[config.mk]
export PLATFORM = sky130hd
export DESIGN_NAME = sar_control_nonbinary_mc
export DESIGN_NICKNAME = d
export VERILOG_FILES = /design/src/rtl/sar_control_nonbinary_mc.sv
export SDC_FILE = /design/constraint.sdc
export NUM_CORES = 1
export LEC_CHECK = 0
export CORE_AREA = 10 10 104 175
export DETAILED_ROUTE_END_ITERATION = 12
export DIE_AREA = 0 0 114 185
export PLACE_DENSITY = 0.43
export SYNTH_ARGS = -nofsm -noshare
export SYNTH_HDL_FRONTEND = slang
export SYNTH_SLANG_ARGS = --single-unit
[constraint.sdc]
create_clock -name clk -period 4.2 [get_ports clk]
set_clock_uncertainty 0.2 [all_clocks]
set_input_delay 0.63 -clock clk [delete_from_list [all_inputs] [get_ports clk]]
set_output_delay 0.63 -clock clk [all_outputs]
set_load 0.03 [all_outputs]
[src/rtl/sar_control_nonbinary_mc.sv]
`default_nettype none
// ============================================================================
//  Module      : sar_control_nonbinary_mc
//  Description : Redundant-weight SAR ADC controller with majority-vote
//                averaging, multi-channel scan and valid/ready result port.
//  Revision    : 1.0
// ============================================================================
module sar_control_nonbinary_mc #(
    parameter int RES_BITS      = 10,
    parameter int NUM_STEPS     = 12,
    parameter logic [NUM_STEPS*RES_BITS-1:0] WEIGHTS = {
        10'd201, 10'd121, 10'd74, 10'd45, 10'd27, 10'd17,
        10'd10,  10'd6,   10'd4,  10'd2,  10'd1,  10'd1},
    parameter int AVG_STEPS     = 3,
    parameter int SAMPLE_CYCLES = 2,
    parameter int NUM_CHANNELS  = 4,
    parameter int CH_W          = 2
) (
    input  logic                clk,
    input  logic                rst,
    input  logic                start_in,
    input  logic                continuous_in,
    input  logic [CH_W-1:0]     channel_in,
    input  logic [2:0]          avg_sel_in,
    input  logic                comparator_in,
    output logic                sample_out,
    output logic                sample_out_n,
    output logic                busy_out,
    output logic [CH_W-1:0]     channel_out,
    output logic [RES_BITS-1:0] pswitch_out,
    output logic [RES_BITS-1:0] nswitch_out,
    output logic [RES_BITS-1:0] result_out,
    output logic [CH_W-1:0]     result_ch_out,
    output logic                result_valid_out,
    input  logic                result_ready_in,
    output logic                overrun_out
);

    localparam int c_CW        = RES_BITS + 2;
    localparam int c_STEP_W    = (NUM_STEPS > 1) ? $clog2(NUM_STEPS) : 1;
    localparam int c_SCNT_W    = (SAMPLE_CYCLES > 1) ? $clog2(SAMPLE_CYCLES) : 1;
    localparam int c_FIRST_AVG = NUM_STEPS - AVG_STEPS;
    localparam logic signed [c_CW-1:0] c_MID = c_CW'(2 ** (RES_BITS - 1));
    localparam logic signed [c_CW-1:0] c_MAX = c_CW'(2 ** RES_BITS - 1);

    typedef enum logic [1:0] {
        IDLE    = 2'd0,
        SAMPLE  = 2'd1,
        CONVERT = 2'd2,
        DONE    = 2'd3
    } state_t;

    state_t                    state_q;
    logic signed [c_CW-1:0]    code_q;
    logic signed [c_CW-1:0]    code_d;
    logic [c_STEP_W-1:0]       step_q;
    logic [c_SCNT_W-1:0]       scnt_q;
    logic [4:0]                avg_cnt_q;
    logic [4:0]                sum_q;
    logic [4:0]                n_q;
    logic                      cont_q;
    logic                      last_dec_q;
    logic                      sample_q;
    logic                      busy_q;
    logic [CH_W-1:0]           channel_q;
    logic [RES_BITS-1:0]       result_q;
    logic [CH_W-1:0]           result_ch_q;
    logic                      valid_q;
    logic                      overrun_q;

    logic [RES_BITS-1:0]       w_weights [NUM_STEPS];
    logic [RES_BITS-1:0]       w_weight;
    logic                      w_is_avg;
    logic                      w_step_last;
    logic [5:0]                w_ones;
    logic                      w_decision;
    logic [4:0]                w_n_start;
    logic signed [c_CW-1:0]    w_corrected;
    logic [RES_BITS-1:0]       w_clamped;
    logic [CH_W-1:0]           w_next_ch;

    // Step 0 lives in the most significant slice of the weight table.
    for (genvar k = 0; k < NUM_STEPS; k++) begin : g_weights
        assign w_weights[k] = WEIGHTS[(NUM_STEPS-1-k)*RES_BITS +: RES_BITS];
    end

    always_comb begin
        w_weight    = w_weights[step_q];
        w_is_avg    = (32'(step_q) >= 32'(c_FIRST_AVG));
        w_step_last = !w_is_avg || (avg_cnt_q == (n_q - 5'd1));
        w_ones      = {1'b0, sum_q} + {5'd0, comparator_in};
        w_decision  = w_is_avg ? (w_ones >= (({1'b0, n_q} + 6'd1) >> 1))
                               : comparator_in;
        code_d      = w_decision ? (code_q + $signed({2'b00, w_weight}))
                                 : (code_q - $signed({2'b00, w_weight}));
        w_corrected = last_dec_q ? code_q : (code_q - c_CW'(1));
        if (w_corrected[c_CW-1]) begin
            w_clamped = '0;
        end else if (w_corrected > c_MAX) begin
            w_clamped = '1;
        end else begin
            w_clamped = w_corrected[RES_BITS-1:0];
        end
        w_next_ch = (channel_q == CH_W'(NUM_CHANNELS - 1)) ? '0 : (channel_q + CH_W'(1));
        case (avg_sel_in)
            3'd0:    w_n_start = 5'd1;
            3'd1:    w_n_start = 5'd3;
            3'd2:    w_n_start = 5'd7;
            3'd3:    w_n_start = 5'd15;
            default: w_n_start = 5'd31;
        endcase
    end

    always_ff @(posedge clk) begin
        if (rst) begin
            state_q     <= IDLE;
            code_q      <= c_MID;
            step_q      <= '0;
            scnt_q      <= '0;
            avg_cnt_q   <= '0;
            sum_q       <= '0;
            n_q         <= 5'd1;
            cont_q      <= 1'b0;
            last_dec_q  <= 1'b0;
            sample_q    <= 1'b0;
            busy_q      <= 1'b0;
            channel_q   <= '0;
            result_q    <= '0;
            result_ch_q <= '0;
            valid_q     <= 1'b0;
            overrun_q   <= 1'b0;
        end else begin
            if (valid_q && result_ready_in) begin
                valid_q <= 1'b0;
            end
            case (state_q)
                IDLE: begin
                    if (start_in) begin
                        state_q   <= SAMPLE;
                        channel_q <= channel_in;
                        cont_q    <= continuous_in;
                        n_q       <= w_n_start;
                        sample_q  <= 1'b1;
                        busy_q    <= 1'b1;
                        scnt_q    <= '0;
                    end
                end
                SAMPLE: begin
                    if (scnt_q == c_SCNT_W'(SAMPLE_CYCLES - 1)) begin
                        state_q   <= CONVERT;
                        sample_q  <= 1'b0;
                        step_q    <= '0;
                        avg_cnt_q <= '0;
                        sum_q     <= '0;
                    end else begin
                        scnt_q <= scnt_q + c_SCNT_W'(1);
                    end
                end
                CONVERT: begin
                    // Averaged steps accumulate votes until the N-th cycle decides.
                    if (!w_step_last) begin
                        avg_cnt_q <= avg_cnt_q + 5'd1;
                        sum_q     <= w_ones[4:0];
                    end else begin
                        code_q     <= code_d;
                        last_dec_q <= w_decision;
                        avg_cnt_q  <= '0;
                        sum_q      <= '0;
                        if (step_q == c_STEP_W'(NUM_STEPS - 1)) begin
                            state_q <= DONE;
                        end else begin
                            step_q <= step_q + c_STEP_W'(1);
                        end
                    end
                end
                DONE: begin
                    result_q    <= w_clamped;
                    result_ch_q <= channel_q;
                    valid_q     <= 1'b1;
                    code_q      <= c_MID;
                    if (valid_q && !result_ready_in) begin
                        overrun_q <= 1'b1;
                    end
                    if (cont_q && continuous_in) begin
                        state_q   <= SAMPLE;
                        sample_q  <= 1'b1;
                        scnt_q    <= '0;
                        channel_q <= w_next_ch;
                    end else begin
                        state_q <= IDLE;
                        busy_q  <= 1'b0;
                    end
                end
                default: state_q <= IDLE;
            endcase
        end
    end

    assign sample_out       = sample_q;
    assign sample_out_n     = ~sample_q;
    assign busy_out         = busy_q;
    assign channel_out      = channel_q;
    assign nswitch_out      = code_q[RES_BITS-1:0];
    assign pswitch_out      = ~code_q[RES_BITS-1:0];
    assign result_out       = result_q;
    assign result_ch_out    = result_ch_q;
    assign result_valid_out = valid_q;
    assign overrun_out      = overrun_q;

endmodule
`default_nettype wire

* Yosys cells after proc, flatten, opt, wreduce, memory -nomap -nowiden
Memories as Yosys holds them, arrays and structs flattened.
Cells that the tools add are included.
** Operators by class
- Add/subtract/negate cells :: 10
- $lt $le $gt $ge :: 4
- Equality and inequality tests :: 16
- Mux-type cells :: 41
- Bitwise operators :: 3
- Reductions and logical operators :: 24
** Operator list (number)
- $mux 10 :: 4
- $mux 12 :: 3
- $pmux 12 s2 :: 1
- $pmux 5 s2 :: 2
- $pmux 5 s4 :: 1
- $mux 5 :: 3
- $mux 2 :: 7
- $ne 2x2->1 const B :: 7
- $add 12x11->12 :: 1
- $gt 12x11->1 const B :: 1
- $mux 4 :: 3
- $reduce_and 4->1 :: 3
- $sub 12x11->12 :: 1
- $sub 12x2->12 const B :: 1
- $mux 1 :: 11
- $not 10->10 :: 1
- $reduce_and 2->1 :: 5
- $reduce_and 3->1 :: 3
- $pmux 2 s4 :: 1
- $pmux 4 s2 :: 1
- $reduce_bool 2->1 :: 4
- $add 5x1->6 :: 1
- $add 5x1->6 const B :: 1
- $eq 2x2->1 const B :: 3
- 24 further kinds :: 29
** Word-level totals
- Register bits :: 54
- ROM bits :: 160
- Output and inout port bits :: 39
- Word-level logic and storage cells :: 115
- Memories :: 1
** Memory list
- (name not given) :: depth 16, width 10, read ports 1, clocked after Yosys merged registers in 0, wr ports 0, RTL line 88 : w_weight = w_weights[step_q];

* Depth between registers and ports, before layout
- Depth after elaboration :: 8
- Gate-level depth with buffers :: 19
- Mapped depth without buffers :: 19

* Least setup slack after synthesis
No wires, ideal clock.
- Kind :: input to register
- From :: in comparator_in
- To :: reg code_q[11]
- Library setup time :: 70 ps
- Arrival :: 3925 ps
- Data required time :: 3930 ps
- Slack :: 4 ps
- Cell stages on the path :: 18
- Path buffers :: 0
- Path through :: ha_1 > ha_1 > xor2_1 > ha_1 > o21ai_0 > o21a_1 > o21ai_1 > a21oi_1 > o21a_1 > xnor2_1 > ha_1 > o21ai_1 > o21ai_1 > o2111ai_1 > a311oi_1 > xnor2_1 > mux2_1 > a21oi_1
** On the way
- Longest elaborated chain between the ends :: 6
** Ends and longest elaborated chain
- from (decl) :: RTL line 25 : input logic comparator_in,
- $add 5x1->6 :: RTL line 91 : w_ones = {1'b0, sum_q} + {5'd0, comparator_in};
- $ge 6x5->1 :: RTL line 92 : w_decision = w_is_avg ? (w_ones >= (({1'b0, n_q} + 6'd1) >> 1))
- $mux 1 * :: RTL line 92
- $mux 12 * :: RTL line 94 : code_d = w_decision ? (code_q + $signed({2'b00, w_weight}))
- $mux 12 * :: RTL line 161 : if (!w_step_last) begin
- $pmux 12 s2 * :: RTL line 136 : case (state_q)
- to (signal assigned) :: RTL line 117 : code_q <= c_MID;
- to (signal assigned) :: RTL line 165 : code_q <= code_d;
- to (signal assigned) :: RTL line 180 : code_q <= c_MID;
- to (decl) :: RTL line 54 : logic signed [c_CW-1:0] code_q;
Every way passes the cells marked *; elsewhere a longest branch is shown, timed or not. The select of a mux whose other input is x is not followed.
A chain may end at the register's enable or synchronous reset.

* Final worst setup path
Ends and elaborated chain as after synthesis.

==> flow_metrics.env <==
export IMPL_cts_tree="yes"
export IMPL_dp_cells=700
export IMPL_clk_latency_ns=0.29
export IMPL_area_growth_pct=31.8
export IMPL_setup_worst_path_start_class="input port"
export IMPL_worst_slew_pin_slew_ns=1.07
export IMPL_r2r_cells=19
export IMPL_start_util=0.243
export IMPL_ys_flop_type="dfxtp_1"
export IMPL_grt_pass1_wl_um=17200
export IMPL_irDropWorstVdd_v=0.000216
export IMPL_syn_area_per_cell_um2=8.08
export IMPL_grt_usage=0.100
export IMPL_root_buffer="clkbuf_16"
export IMPL_wl_um=10600
export IMPL_power_frac_seq=0.255
export IMPL_num_rows=60
export IMPL_holdCritPathClass="flop to flop"
export IMPL_vias=3371
export IMPL_synth_warnings=0
export IMPL_hold_violations=0
export IMPL_wl_per_cell_um=14.8
export IMPL_grt_start_max_net_pins=28
export IMPL_worstSetupEndpointType="flop"
export IMPL_ys_seq_area_frac=0.285
export IMPL_coreArea_um2=15300
export IMPL_die_w_um=114
export IMPL_synth_cell_types=53
export IMPL_utilization=0.320
export IMPL_netlist_area_leader_share=0.285
export IMPL_power_switching_mw=1.24
export IMPL_antenna_found_initial=0
export IMPL_fillers=1666
export IMPL_numCtsBuffers=5
export IMPL_drtPass1Iterations=4
export IMPL_synth_seq_cells=53
export IMPL_internal_power_mw=1.60
export IMPL_power_density_nw_per_um2=579
export IMPL_nNetsFinal=578
export IMPL_dp_slack_ns=-0.734
export IMPL_critPathKind="input port to flop"
export IMPL_slew_violations=0
export IMPL_fp_dieH_um=185
export IMPL_drv_cap=0
export IMPL_htree_levels=2
export IMPL_final_area_um2=4900
export IMPL_grt_overflow=0
export IMPL_setup_ws_ns=0.240
export IMPL_setup_tns_ns=0
export IMPL_detailed_place_hpwl_um=8470
export IMPL_diodes=0
export IMPL_synth_top_cell_by_area="dfxtp_1"
export IMPL_gp_congestion=0.799
export IMPL_synth_most_common_cell="dfxtp_1"
export IMPL_p_comb_frac=0.576
export IMPL_port_buffers=49
export IMPL_io_pins=50
export IMPL_ys_top_cells_by_count="dfxtp_1 (53), nor2_1 (49), a21oi_1 (35)"
export IMPL_initialDrtViolationCount=121
export IMPL_syn_area_um2=3720
export IMPL_placed_cell_area_um2=4530
export IMPL_switching_share=0.435
export IMPL_fmax_ghz=0.253
export IMPL_holdPathStages=2
export IMPL_dieArea_um2=21100
export IMPL_grt_pass1_vias=3432
export IMPL_clkTransAtPathRegs_ns=0.07
export IMPL_synth_area_leaders="dfxtp_1 (29%), ha_1 (11%), xnor2_1 (6.8%), nor2_1 (4.9%), a21oi_1 (4.7%)"
export IMPL_p_leak_nw=1.92
export IMPL_cts_sink_count=53
export IMPL_max_slew_margin=0.285
export IMPL_min_period_ns=3.96
export IMPL_cts_max_path_buffers=2
export IMPL_cp_data_arrival_time_ns=4.00
export IMPL_status="complete, no violations"
export IMPL_fin_crit_sh=0.943
export IMPL_power_frac_clock=0.169
export IMPL_ant_nets=0
export IMPL_final_layout_size_suffix_gt1_frac=0.148
export IMPL_finalSetupViolations=0
export IMPL_required_ns=4.24
export IMPL_fin_cells=719
export IMPL_via_per_inst=4.69
export IMPL_async_flop_share=0
export IMPL_worstPathMaxFanout=5
export IMPL_synth_edf_count=0
export IMPL_route_detailed_drc=0
export IMPL_synth_nets=506
export IMPL_syn_inst=460
==> metrics by stage <==
| stage | power, mW | hold WS (ns) |
|---|---|---|
| after floorplan | 1.83 | 0.232 |
| after global placement | 2.33 | 0.237 |
| after detailed placement | 2.34 | 0.244 |
| after CTS | 2.87 | 0.254 |
| after global routing | 3.07 | 0.291 |
| final | 2.84 | 0.251 |
==> layer usage <==
| layer | GRT usage | vias to the layer above | part of all wire |
|---|---|---|---|
| met5 | 0 | - | 0 |
| met4 | 0.0388 | 0 | 0.027 |
| met3 | 0.0130 | 16 | 0.028 |
| met2 | 0.203 | 56 | 0.59 |
| met1 | 0.0954 | 1571 | 0.36 |
| li1 | - | 1728 | - |
==> flip-flops by register name (all words and copies together), names as in the netlist, 2 cells and up <==
register,count
channel_out,2
sum_q,5
result_ch_out,2
avg_cnt_q,5
n_q,4
step_q,4
code_q,12
state_q,2
result_out,10
==> power by group through the flow <==
stage | sequential (mW) | clock [mW] | combinational [mW]
6_report | 0.725 | 0.479 | 1.64
5_1_grt | 0.743 | 0.516 | 1.81
4_1_cts | 0.728 | 0.502 | 1.64
3_5_place_dp | 0.740 | 0 | 1.60
3_3_place_gp | 0.738 | 0 | 1.59
2_1_floorplan | 0.758 | 0 | 1.07
==> cell usage in the layout (no fill, tap or decap), types with 3 or more instances in the layout <==
master	n
inv_1	31
a21oi_1	32
nor2b_1	7
ha_4	3
a21o_1	4
and2_1	4
nor4_1	3
o21a_1	4
nand3_1	14
a211oi_1	5
dfxtp_1	52
ha_1	31
o21ai_0	12
xor2_1	11
mux2i_1	8
nand2_1	30
nor2_1	47
clkbuf_16	5
xnor2_1	28
buf_4	42
o21ai_1	11
nor3_1	11
nand2b_1	19
nor2_2	3
a22oi_1	9
nand4_1	4
clkdlybuf4s50_1	48
o211ai_1	12
==> path summary, 6_finish.rpt <==
check	startpoint	end	slack [ns]
worst min-delay path	cont_q	cont_q	0.25
worst max-delay path	comparator_in	code_q[11]	0.24
worst max register to register	sum_q[0]	code_q[11]	0.33
worst min register to register	cont_q	cont_q	0.25
==> worst max-delay path: stages <==
cell,delay (ns)
buf_6,0.10
ha_4,0.16
ha_4,0.16
xor2_1,0.14
ha_1,0.27
o21ai_1,0.05
o21a_1,0.19
o21ai_1,0.13
buf_4,0.15
a21oi_4,0.07
buf_4,0.16
o21ai_4,0.16
ha_4,0.22
a211oi_2,0.26
o21ai_2,0.12
o2111ai_2,0.24
a311oi_2,0.14
xnor2_1,0.20
mux2_4,0.33
a21oi_2,0.12
==> cell families after synthesis <==
family / synth area share
AOI/OAI and AO/OA: 0.203
xor gates and xnor gates: 0.0986
adders and majority gates: 0.120
buffers and inverters: 0.0710
DFF: 0.285
muxes: 0.0246
and+or+nand+nor: 0.197
==> final cells by class <==
type / count / area (µm²) / area share
timing repair buffer: 91 / 807 / 0.165
inverter: 33 / 124 / 0.0253
multi-input combinational: 348 / 2510 / 0.512
clock inverter: 2 / 38.8 / 0.00791
clock buffer: 6 / 129 / 0.0263
tap: 186 / 233 / 0.0475
sequential: 53 / 1060 / 0.217
==> repair_timing <==
item                                    CTS  global route
endpoints found under the setup margin    7             4
gates cloned                              0             0
hold buffers                              0             0
pin swaps                                15            18
gates resized for setup                  13            17
buffers inserted                          8             4
endpoints found under the hold margin     0             0
Note: power is estimated with default switching activity, not from simulation.
==> variant 1: new RTL, same flow settings <==
`RES_BITS`: 10 -> 11.
--- a/src/rtl/sar_control_nonbinary_mc.sv
+++ b/src/rtl/sar_control_nonbinary_mc.sv
@@ -8,3 +8,3 @@
 module sar_control_nonbinary_mc #(
-    parameter int RES_BITS      = 10,
+    parameter int RES_BITS      = 11,
     parameter int NUM_STEPS     = 12,
Ports: changed (resized nswitch_out, pswitch_out and result_out); port bits go from 50 to 53. The function was not compared with the original's and may differ.
==> variant 1 against the unedited design <==
  * Synthesized cell count increased by 5.0%
  * Global-route usage rose by 0.63 points
  * Wire length is 2.8% higher
  * Count of clock-buffer cells in the layout shrank 1
  * Synthesized area up 5.3%
  * Sequential cell count is 2 higher
  * Final area up 3.1%
  * Die area stayed put
  * Fmax fell by 2.1%
  * Worst setup slack got worse by 0.087 ns
Power is not compared: it rests on default switching activity, and its combinational part moved more than twofold at a synthesized area within 25%.
==> variant 1: results (changes against the unedited design) <==
| Metric | Value |
|---|---|
| Pre-CTS WS | `-0.985 ns (was -0.734 ns)` |
| Final cycle utilization of the critical path | `0.964 (was 0.943)` |
| Share of post-route cells with drive strength above 1 | `0.133 (was 0.148)` |
| Non-filler cells, final | `742 (was 719)` |
| Slowest-stage cell, CP | `or3_1 (was mux2_4)` |
| Synthesis-stage register bit count | `55 (was 53)` |
| CTS resizes | `24 (was 13)` |
| Fill count | `1,684 (was 1,666)` |
| Met2 WL | `6250 um (about the same)` |
| Slew @ Worst Pin | `0.712 ns (was 1.07 ns)` |
| WL/cell | `14.7 um (was 14.8 um)` |
| Register area share after synthesis | `0.281 (was 0.285)` |
| Buffer share of cell area | `0.165 (about the same)` |
| Multi-In Gates | `371 (was 348)` |
| Crit path DAT | `4.07 ns (was 4.00 ns)` |
| DP Cell Count | `730 (was 700)` |
| GRT Total Usage | `0.106 (was 0.100)` |
| Layout clock area frac | `0.0275 (was 0.0342)` |
| Met1 Use GR | `0.104 (was 0.0954)` |
| Vias | `3,534 (was 3,371)` |
| Outcome | `finished clean (unchanged)` |
| Hold_ws | `0.251 ns (about the same)` |
| Nonclk buf count | `94 (was 91)` |
| Final HPWL DP | `8760 um (was 8470 um)` |
| Synth Instances | `483 (was 460)` |
| GR Util met2 | `0.212 (was 0.203)` |
| Netlist cell types | `51 (was 53)` |
| Multi-input logic area | `2640 um^2 (was 2510 um^2)` |
| Vias in the first global route | `3,678 (was 3,432)` |
-- variant 1: cell count changes in the layout (fill, tap and decap cells not counted), moves of 9 or more --
cell / unedited run / this run
a22o_1: 0 / 11
nand2b_1: 19 / 9
nor2_1: 47 / 63
o211ai_1: 12 / 1
o21ai_1: 11 / 2
xor2_1: 11 / 21
-- variant 1: cells by family (layout without fill, tap and decap cells) --
logic type | count (synthesis) | in the layout | share of synthesized area
simple gates | 173 | 173 | 0.217
buf+inv | 57 | 130 | 0.0694
compound gates | 101 | 101 | 0.172
flops | 55 | 55 | 0.281
fa+ha+maj | 38 | 38 | 0.123
mux | 14 | 14 | 0.0364
xor+xnor | 45 | 45 | 0.101
-- variant 1: power by group through the flow --
stage | Combinational, mW | Clock, mW | Sequential [mW]
5_1_grt | 0.920 | 0.457 | 0.666
6_report | 0.817 | 0.420 | 0.652
2_1_floorplan | 0.501 | 0 | 0.715
3_3_place_gp | 0.800 | 0 | 0.663
3_5_place_dp | 0.804 | 0 | 0.664
4_1_cts | 0.829 | 0.443 | 0.654
==> variant 2: new RTL, config.mk and constraints unchanged <==
Without the edit above. Re-encode `state_t` (4 states) as one-hot, 4 bits wide.
--- a/src/rtl/sar_control_nonbinary_mc.sv
+++ b/src/rtl/sar_control_nonbinary_mc.sv
@@ -45,7 +45,7 @@
 
-    typedef enum logic [1:0] {
-        IDLE    = 2'd0,
-        SAMPLE  = 2'd1,
-        CONVERT = 2'd2,
-        DONE    = 2'd3
+    typedef enum logic [3:0] {
+        IDLE    = 4'b0001,
+        SAMPLE  = 4'b0010,
+        CONVERT = 4'b0100,
+        DONE    = 4'b1000
     } state_t;
Formal check against the unedited RTL: same outputs for any inputs over 10 cycles, from zero or initial values and one cycle with rst high; not proved beyond that.
==> variant 2 against the unedited design <==
  * Final area is 1.0% lower
  * Synthesized area decreased by 0.98%
  * Count of clock-buffer cells in the layout unchanged
  * Final cell count down 0.56%
  * Sequential cell count up 2
  * Utilization shrank 0.33 points
  * Wire length up 2.5%
  * Non-clock buffer count did not move
  * Worst setup slack better by 0.014 ns
Power is not compared: it rests on default switching activity, and its combinational part moved more than twofold at a synthesized area within 25%.
==> variant 2: results (changes against the unedited design) <==
| Metric | Value |
|---|---|
| Reg area | `1100 um^2 (was 1060 um^2)` |
| Slowest-stage cell, CP | `ha_2 (was mux2_4)` |
| Reg2reg start | `step_q[1]$_SDFFE_PP0P_ (was sum_q[0]$_SDFFE_PP0P_)` |
| CP max stage delay | `0.31 ns (was 0.33 ns)` |
| Syn nets | `502 (was 506)` |
| Buffer share of cell area | `0.170 (was 0.165)` |
| Crit path DAT | `3.96 ns (was 4.00 ns)` |
| Reg2reg path depth | `16 (was 19)` |
| Register area share after synthesis | `0.299 (was 0.285)` |
| Initial DRC count | `137 (was 121)` |
| Worst Hold End | `result_out[7]$_SDFFE_PP0P_ (was cont_q$_SDFFE_PP0P_)` |
| Met2 WL | `6330 um (was 6250 um)` |
| Vias per inst | `4.77 (was 4.69)` |
| Reg2Reg Setup Slack | `0.42 ns (was 0.33 ns)` |
| Compound-cell area share of the yosys netlist | `0.197 (was 0.203)` |
| Synth area leaders | `dfxtp_1, ha_1, xnor2_1 (unchanged)` |
| GRT Total Usage | `0.101 (was 0.100)` |
| RD Place Congestion | `0.832 (was 0.799)` |
| Rel. slew slack | `0.323 (was 0.285)` |
| Netlist cell types | `58 (was 53)` |
| Synth cell count leaders | `dfxtp_1, nand2_1, nor2_1 (was dfxtp_1, nor2_1, a21oi_1)` |
| WL/cell | `15.2 um (was 14.8 um)` |
| First-pass GRT wire length | `17,300 um (was 17,200 um)` |
| Vias in the first global route | `3,431 (was 3,432)` |
| Multi-In Gates | `349 (was 348)` |
| Max-cap violations | `0 (unchanged)` |
| Metal3 WL | `380 um (was 300 um)` |
| Clock Latency Late Sink | `0.30 ns` |
| Post-Synth Adder-Cell Area | `0.107 (was 0.120)` |
| Post-synthesis xor/xnor area fraction | `0.0761 (was 0.0986)` |
| Placed Area | `4540 um^2 (was 4530 um^2)` |
| Largest net degree at the start of global routing | `25 (was 28)` |
| Fill count | `1,670 (was 1,666)` |
| Max FO, Critical Path | `8 (was 5)` |
| WL met1 | `3910 um (was 3800 um)` |
| Fin util | `0.317 (was 0.320)` |
| Inserted Diodes | `0 (unchanged)` |
| Mux contribution to synthesized area | `0.0167 (was 0.0246)` |
| Share of post-route cells with drive strength above 1 | `0.166 (was 0.148)` |
| Final HPWL DP | `8740 um (was 8470 um)` |
| Non-clk invs | `26 (was 33)` |
| Layout clock area frac | `0.0346 (was 0.0342)` |
| Nets | `570 (was 578)` |
| Num sequential | `55 (was 53)` |
| Number of CTS-inserted buffers | `5 (unchanged)` |
| Outcome | `finished clean (unchanged)` |
| Min-delay src | `result_out[7]$_SDFFE_PP0P_ (was cont_q$_SDFFE_PP0P_)` |
| Multi-input combinational area share | `0.500 (was 0.512)` |
-- variant 2: worst max-delay path by stage --
stage                     cells after the start                       to
after floorplan                              17  code_q[11]$_SDFFE_PP0P_
after global placement                       19  code_q[11]$_SDFFE_PP0P_
after detailed placement                     19  code_q[11]$_SDFFE_PP0P_
after CTS                                    20  code_q[11]$_SDFFE_PP0P_
after global routing                         19   code_q[8]$_SDFFE_PP0P_
final                                        19   code_q[8]$_SDFFE_PP0P_
-- variant 2: tightest hold or removal path: cells and delay by family, from the launching register on --
kind,cells,cell delay (ns)
AND/OR/NAND/NOR,1,0.06
AO/OA/AOI/OAI,1,0.04
flip-flops,1,0.33
-- variant 2: what timing repair did --
| item | in CTS | in global routing |
|---|---|---|
| endpoints found under the setup margin | 8 | 8 |
| pin swaps | 9 | 12 |
| gates resized for setup | 20 | 9 |
| buffers inserted | 3 | 1 |
-- variant 2: per-stage QoR --
| step | hold slack [ns] | instances | setup WS, ns |
|---|---|---|---|
| final | 0.252 | 715 | 0.253 |
| after global routing | 0.279 | 715 | -0.00177 |
| after CTS | 0.259 | 714 | 0.00238 |
| after detailed placement | 0.240 | 703 | -0.551 |
| after global placement | 0.237 | 703 | -0.505 |
| after floorplan | 0.233 | 460 | 0.0780 |
-- variant 2: metal layers --
layer | up-vias | global-route usage
met2 | 53 | 0.209
li1 | 1736 | -
met1 | 1606 | 0.0918
met5 | - | 0
met4 | 0 | 0.0428
met3 | 16 | 0.0165
-- variant 2: power groups by stage --
stage | registers (mW) | clock network [mW] | logic [mW]
after global routing | 0.568 | 0.530 | 0.230
after CTS | 0.565 | 0.515 | 0.204
after global placement | 0.577 | 0 | 0.198
final | 0.564 | 0.495 | 0.204
after detailed placement | 0.577 | 0 | 0.199
after floorplan | 0.585 | 0 | 0.106
